File: config.mk
export PLATFORM = sky130hd
export DESIGN_NAME = ins_prefetch
export DESIGN_NICKNAME = d
export VERILOG_FILES = /design/src/rtl/ins_prefetch.sv
export SDC_FILE = /design/constraint.sdc
export NUM_CORES = 1
export LEC_CHECK = 0
export CORE_MARGIN = 4
export CORE_UTILIZATION = 58
export CTS_BUF_LIST = sky130_fd_sc_hd__clkbuf_8
export DETAILED_ROUTE_END_ITERATION = 8
export GPL_TIMING_DRIVEN = 0
export PLACE_DENSITY = 0.83
export SLEW_MARGIN = 20
export SYNTH_ARGS = -nofsm -noshare
export SYNTH_HDL_FRONTEND = slang
export SYNTH_SLANG_ARGS = --single-unit
File: constraint.sdc
create_clock -name clk -period 4.8 [get_ports clk]
set_input_delay 0.96 -clock clk [delete_from_list [all_inputs] [get_ports clk]]
set_output_delay 0.96 -clock clk [all_outputs]
set_load 0.02 [all_outputs]
File: src/rtl/ins_prefetch.sv
// Instruction prefetch buffer: streams consecutive words from instruction memory
// into a small FIFO and serves in-order core fetches, flushing on a redirect.
module ins_prefetch #(
  parameter int unsigned DEPTH    = 4,
  parameter logic [31:0] RESET_PC = 32'h0000_0000
) (
  input  logic        clk,
  input  logic        nrst,
  input  logic        exIns_ren,
  input  logic [31:0] exIns_addr,
  output logic        exIns_valid,
  output logic [31:0] exIns_out,
  output logic        mem_req,
  output logic [31:0] mem_addr,
  input  logic        mem_ack,
  input  logic [31:0] mem_rdata
);

  localparam int unsigned PTR_W = $clog2(DEPTH);
  localparam int unsigned CNT_W = $clog2(DEPTH + 1);

  typedef enum logic [1:0] {
    S_IDLE    = 2'd0,
    S_REQ     = 2'd1,
    S_DISCARD = 2'd2
  } state_e;

  state_e             state_q, state_d;
  logic [CNT_W-1:0]   count_q, count_d;
  logic [PTR_W-1:0]   rd_ptr_q, rd_ptr_d;
  logic [PTR_W-1:0]   wr_ptr_q, wr_ptr_d;
  logic [31:0]        head_addr_q, head_addr_d;
  logic [31:0]        fetch_addr_q, fetch_addr_d;
  logic [31:0]        mem_addr_q, mem_addr_d;
  logic [31:0]        fifo_q [DEPTH];

  logic        addr_match;
  logic        hit;
  logic        redirect;
  logic        push;
  logic [31:0] redirect_addr;
  logic        unused_addr_bits;

  assign unused_addr_bits = ^exIns_addr[1:0];

  // Request classification against the FIFO head
  assign addr_match    = (exIns_addr[31:2] == head_addr_q[31:2]);
  assign hit           = exIns_ren && (count_q != '0) && addr_match;
  assign redirect      = exIns_ren && !addr_match;
  assign redirect_addr = {exIns_addr[31:2], 2'b00};

  assign exIns_valid = hit;
  assign exIns_out   = hit ? fifo_q[rd_ptr_q] : 32'h0;
  assign mem_req     = (state_q != S_IDLE);
  assign mem_addr    = mem_addr_q;

  always_comb begin
    state_d      = state_q;
    count_d      = count_q;
    rd_ptr_d     = rd_ptr_q;
    wr_ptr_d     = wr_ptr_q;
    head_addr_d  = head_addr_q;
    fetch_addr_d = fetch_addr_q;
    mem_addr_d   = mem_addr_q;
    push         = 1'b0;

    if (hit) begin
      count_d     = count_q - CNT_W'(1);
      rd_ptr_d    = rd_ptr_q + PTR_W'(1);
      head_addr_d = head_addr_q + 32'd4;
    end

    if (redirect) begin
      count_d      = '0;
      rd_ptr_d     = '0;
      wr_ptr_d     = '0;
      head_addr_d  = redirect_addr;
      fetch_addr_d = redirect_addr;
    end

    unique case (state_q)
      S_IDLE: begin
        if (redirect) begin
          state_d    = S_REQ;
          mem_addr_d = redirect_addr;
        end else if (count_q < CNT_W'(DEPTH)) begin
          state_d    = S_REQ;
          mem_addr_d = fetch_addr_q;
        end
      end

      S_REQ: begin
        if (mem_ack && redirect) begin
          mem_addr_d = redirect_addr;
        end else if (mem_ack) begin
          push         = 1'b1;
          wr_ptr_d     = wr_ptr_q + PTR_W'(1);
          count_d      = count_d + CNT_W'(1);
          fetch_addr_d = fetch_addr_q + 32'd4;
          if (count_d < CNT_W'(DEPTH)) begin
            mem_addr_d = fetch_addr_d;
          end else begin
            state_d = S_IDLE;
          end
        end else if (redirect) begin
          state_d = S_DISCARD;
        end
      end

      S_DISCARD: begin
        // Stale response is dropped; resume at the latest target
        if (mem_ack) begin
          state_d    = S_REQ;
          mem_addr_d = fetch_addr_d;
        end
      end

      default: begin
        state_d = S_IDLE;
      end
    endcase
  end

  always_ff @(posedge clk or negedge nrst) begin
    if (!nrst) begin
      state_q      <= S_IDLE;
      count_q      <= '0;
      rd_ptr_q     <= '0;
      wr_ptr_q     <= '0;
      head_addr_q  <= RESET_PC;
      fetch_addr_q <= RESET_PC;
      mem_addr_q   <= RESET_PC;
      for (int i = 0; i < int'(DEPTH); i++) begin
        fifo_q[i] <= 32'h0;
      end
    end else begin
      state_q      <= state_d;
      count_q      <= count_d;
      rd_ptr_q     <= rd_ptr_d;
      wr_ptr_q     <= wr_ptr_d;
      head_addr_q  <= head_addr_d;
      fetch_addr_q <= fetch_addr_d;
      mem_addr_q   <= mem_addr_d;
      if (push) begin
        fifo_q[wr_ptr_q] <= mem_rdata;
      end
    end
  end

endmodule

==> summary by stage <==
Run status
The run finished with clean final reports.

Route
The number of violations reported at the end of detailed-routing iteration 0 is just under 700. The pre-antenna-repair detailed-routing pass consisted of 5 iterations. The post-detailed-route count of antenna-violating nets is 0. In the routed layout, each cell is associated on average with a via count of about 6. The remaining design rule violation count is 0.

The total wirelength of the detailed-routed design is approximately 35 mm. The routed wirelength normalized by instance count is 21.0 µm. The routed layout has roughly 10000 vias.

Clock tree
No sink is reached through more buffers than the 3 on the longest clock path. At the later pin of the worst-skew pair, clock insertion delay measures 0.53 ns. The TritonCTS clock tree is built.

For this design, the sink count on the clock tree is ~230. Buffers inserted during clock tree synthesis total 39. The clock tree root driver cell is sky130_fd_sc_hd__clkbuf_8. The hold buffer count at CTS is 0. The H-tree was split into 2 levels.

After clock tree synthesis, the clock-pin slew on the worst setup and hold paths is approximately 0.060 ns.

Synthesis
The total number of yosys warnings is 0. For this run, the leading register cell type out of synthesis is sky130_fd_sc_hd__dfrtp_1. Synthesis inferred ~230 register bits. After synthesis the cells add up to 12700 µm². The synthesized design contains 0 enable-type register cells. The number of nets in the synthesized netlist is 1257.

The number of different library cells used by synthesis comes to 60. The share of flip-flops with an asynchronous set or reset is 100%. The cell count after synthesis is around 1200. The fraction of synthesized cell area taken by the top area cell type is 45.4%. The post-synthesis cell type with the largest combined area is sky130_fd_sc_hd__dfrtp_1. The sequential fraction of the synthesis area is 45.4%. The average instance in the mapped netlist occupies 10.8 µm².

After synthesis, the cell types taking the most area are sky130_fd_sc_hd__dfrtp_1 45%, sky130_fd_sc_hd__mux2_2 12%, sky130_fd_sc_hd__mux4_2 5.7%.

Finish
The post-route cell area is about 15000 µm². The number of nets in the final layout is approximately 1400. The repair_antennas step left the layout with diodes totalling 0. The filler cells instantiated in the layout total 1521.

The area growth from synthesis to layout is 21.0%. The fraction of final layout cells sized beyond drive strength 1 is about 20%.

Hold path
The worst hold path class is input pin to async pin.

Floorplan
Pin placement for this block handled approximately 130 I/O pins. The number of core rows is 53. The width of the chip is 156 µm. The die covers ~24000 µm².

The vertical die dimension is about 160 µm. The placeable core region is roughly 21000 µm². Once the floorplan was initialized, standard cells occupied between 50% and 60% of the core.

GRT
The total global routing overflow is 0. The largest net degree at the start of global routing is approximately 100. The wire length of the first global-routing pass is roughly 56 mm. The via count of the first global-routing pass came to 10500. The number of antenna violations at the first check in global routing is 0.

Global routing used between 20% and 30% of the available tracks.

STA
The number of failing setup endpoints in the final timing report is 0. After layout, the minimum clock period comes to ~4.8 ns. The post-route fraction of the period consumed by the critical path is between 90 and 100%. The count of pins over their slew limit is 0. The final hold violation count is 0. The maximum achievable frequency is ~210 MHz. The worst-case clock skew is roughly 0.014 ns. The worst pin sits at a relative slew slack of 26.1%.

For the pin with the worst max-slew slack, the measured transition is between 1 and 1.5 ns.

Place
At the end of routability-driven placement, the weighted congestion stood at 0.980. The number of buffer cells added on primary ports is 131. The HPWL after detailed placement is around 25 mm. Once placement finished, the instance area stood at about 14000 µm².

Critical path
STA classifies the critical path startpoint as an input pin. The kind of end point of the critical path is a primary output. The top fanout value on the critical path is 10. At the worst endpoint, the required time is around 3.8 ns. The critical path in this run is classified as input pin to primary output. The logic depth of the worst register-to-register path is 18. The data arrival at the endpoint of the critical path is between 3 and 4 ns.

Power and ir drop
The leakage power is 6.65 nW. Summed over all nets, the switching power comes to ~0.0018 W. The total chip power is about 0.006 W.

Of the total power, the share spent switching nets is 30.2%. Per report_power, the combinational group accounts for 26.3% of the total. Across the VDD grid, the largest voltage drop is ~0.27 mV. Power spread over the standard cell area amounts to ~400 nW/µm². In this run, the clock network consumes approximately 28% of the power. The internal power of the cells is 0.00420 W. The sequential fraction of design power is 45.1%.

Job
Across the run, the number of max-cap violations was 0.
==> kinds of logic (layout without fill, tap and decap cells) <==
family | after synthesis | count (layout) | share of synthesized area [%]
buffers and inverters | 111 | 315 | 3.58
AOI/OAI and AO/OA | 182 | 182 | 9.34
and+or+nand+nor | 359 | 359 | 14.4
xor gates and xnor gates | 93 | 93 | 6.40
muxes | 195 | 195 | 20.0
DFF | 231 | 231 | 45.4
adders and majority gates | 9 | 9 | 0.884
==> metal layers <==
layer	global-route usage, %	vias to the layer above	wire, µm
li1	-	4610	-
met1	37.5	5017	14000
met2	47.2	494	16500
met3	5.74	103	2920
met4	11.1	0	1350
met5	0	-	0
==> through the flow <==
| stage | setup TNS [ns] | hold WS [ns] | setup WS [ns] | utilization, % | instances |
|---|---|---|---|---|---|
| after CTS | 0 | 0.295 | 0.00380 | 71.9 | 1657 |
| final | 0 | 0.304 | 0.0113 | 72.4 | 1659 |
| after floorplan | 0 | 0.453 | 0.406 | - | 1180 |
| after detailed placement | -73.62 | 0.475 | -1.63 | 67.9 | 1588 |
| after global placement | -1634.17 | 0.473 | -6.79 | 67.6 | 1586 |
| after global routing | -0.0434 | 0.313 | -0.0330 | 72.4 | 1659 |
==> synthesized netlist by cell type (4+ instances only) <==
cell type,n
sky130_fd_sc_hd__nand4_1,13
sky130_fd_sc_hd__nand3_1,53
sky130_fd_sc_hd__nor3_1,27
sky130_fd_sc_hd__o211ai_1,18
sky130_fd_sc_hd__nor2b_1,4
sky130_fd_sc_hd__nor2_1,51
sky130_fd_sc_hd__mux2_2,132
sky130_fd_sc_hd__nand4b_1,5
sky130_fd_sc_hd__and2_1,42
sky130_fd_sc_hd__clkbuf_1,62
sky130_fd_sc_hd__xor2_1,44
sky130_fd_sc_hd__mux2_1,26
sky130_fd_sc_hd__buf_2,9
sky130_fd_sc_hd__nand2_1,104
sky130_fd_sc_hd__and4_1,6
sky130_fd_sc_hd__nand3b_1,6
sky130_fd_sc_hd__a21oi_1,31
sky130_fd_sc_hd__a221oi_1,4
sky130_fd_sc_hd__o21ai_0,55
sky130_fd_sc_hd__nor4_1,12
sky130_fd_sc_hd__or2_2,4
sky130_fd_sc_hd__or4_1,4
sky130_fd_sc_hd__xnor2_1,49
sky130_fd_sc_hd__a32oi_1,7
sky130_fd_sc_hd__o22ai_1,6
sky130_fd_sc_hd__mux2i_1,5
sky130_fd_sc_hd__and3_1,10
sky130_fd_sc_hd__ha_1,9
sky130_fd_sc_hd__inv_1,19
sky130_fd_sc_hd__buf_1,15
sky130_fd_sc_hd__a22oi_1,14
sky130_fd_sc_hd__a211o_1,6
sky130_fd_sc_hd__a21o_1,7
sky130_fd_sc_hd__dfrtp_1,231
sky130_fd_sc_hd__o311ai_0,9
sky130_fd_sc_hd__or3_1,9
sky130_fd_sc_hd__mux4_2,32
sky130_fd_sc_hd__a31oi_1,9
==> area by class of cell <==
type	instances	area [µm²]	area share, %
timing repair buffer	137	1410	9.16
tap	275	344	2.23
multi-input combinational	838	6640	43.1
inverter	20	77.6	0.503
sequential	231	5780	37.5
buffer	90	402	2.61
clock buffer	49	674	4.38
clock inverter	19	87.6	0.568
==> state kept, by name, summed over array words and instances (netlist names) <==
signal	cells
rd_ptr_q	2
fifo_q	128
wr_ptr_q	2
mem_addr	32
count_q	3
state_q	2
head_addr_q	30
fetch_addr_q	32
==> power groups by stage <==
stage	Combinational [W]	Clock [W]	Sequential [W]
after floorplan	0.000926	0	0.00275
after global placement	0.00148	0	0.00270
after detailed placement	0.00154	0	0.00273
after CTS	0.00158	0.00174	0.00271
after global routing	0.00171	0.00184	0.00276
final	0.00158	0.00172	0.00271
==> worst paths after layout <==
| check | start | endpoint | slack (ns) |
|---|---|---|---|
| worst max-delay path | exIns_addr[15] | exIns_out[26] | 0.01 |
| max in group asynchronous | nrst | head_addr_q[2] | 3.27 |
| worst max register to register | head_addr_q[30] | mem_addr[3] | 0.63 |
| worst min-delay path | nrst | mem_addr[31] | 0.30 |
| worst min register to register | mem_addr[25] | mem_addr[25] | 0.49 |
| min in group clk | mem_addr[25] | mem_addr[25] | 0.49 |
==> repair_timing <==
action,CTS,global route
setup endpoints to repair,65,64
buffers inserted,2,2
pin swaps,1,2
gates resized for setup,44,26
==> cell usage in the layout, fill, tap and decap left out, drive strengths merged, types with 9 or more instances in the layout <==
cell	instances
dfrtp	231
mux2	158
clkbuf	109
nand2	104
clkdlybuf4s50	101
o21ai	56
nand3	53
nor2	51
xnor2	49
xor2	44
and2	43
buf	37
inv	34
mux4	32
a21oi	31
nor3	28
dlygate4sd2	20
o211ai	18
nor4	15
a22oi	14
nand4	13
and3	10
or3	9
a31oi	9
o311ai	9
dlymetal6s2s	9
ha	9
==> worst max-delay path, cell delays in order <==
cell and delay, ns:
sky130_fd_sc_hd__clkdlybuf4s50_1 0.51, sky130_fd_sc_hd__xor2_1 0.23, sky130_fd_sc_hd__nor4_4 0.35, sky130_fd_sc_hd__and4bb_2 0.33, sky130_fd_sc_hd__nand3_1 0.21, sky130_fd_sc_hd__inv_4 0.18
sky130_fd_sc_hd__clkbuf_2 0.24, sky130_fd_sc_hd__and2_1 0.19, sky130_fd_sc_hd__clkdlybuf4s50_1 0.61
Note: power is estimated with default switching activity, not from simulation.
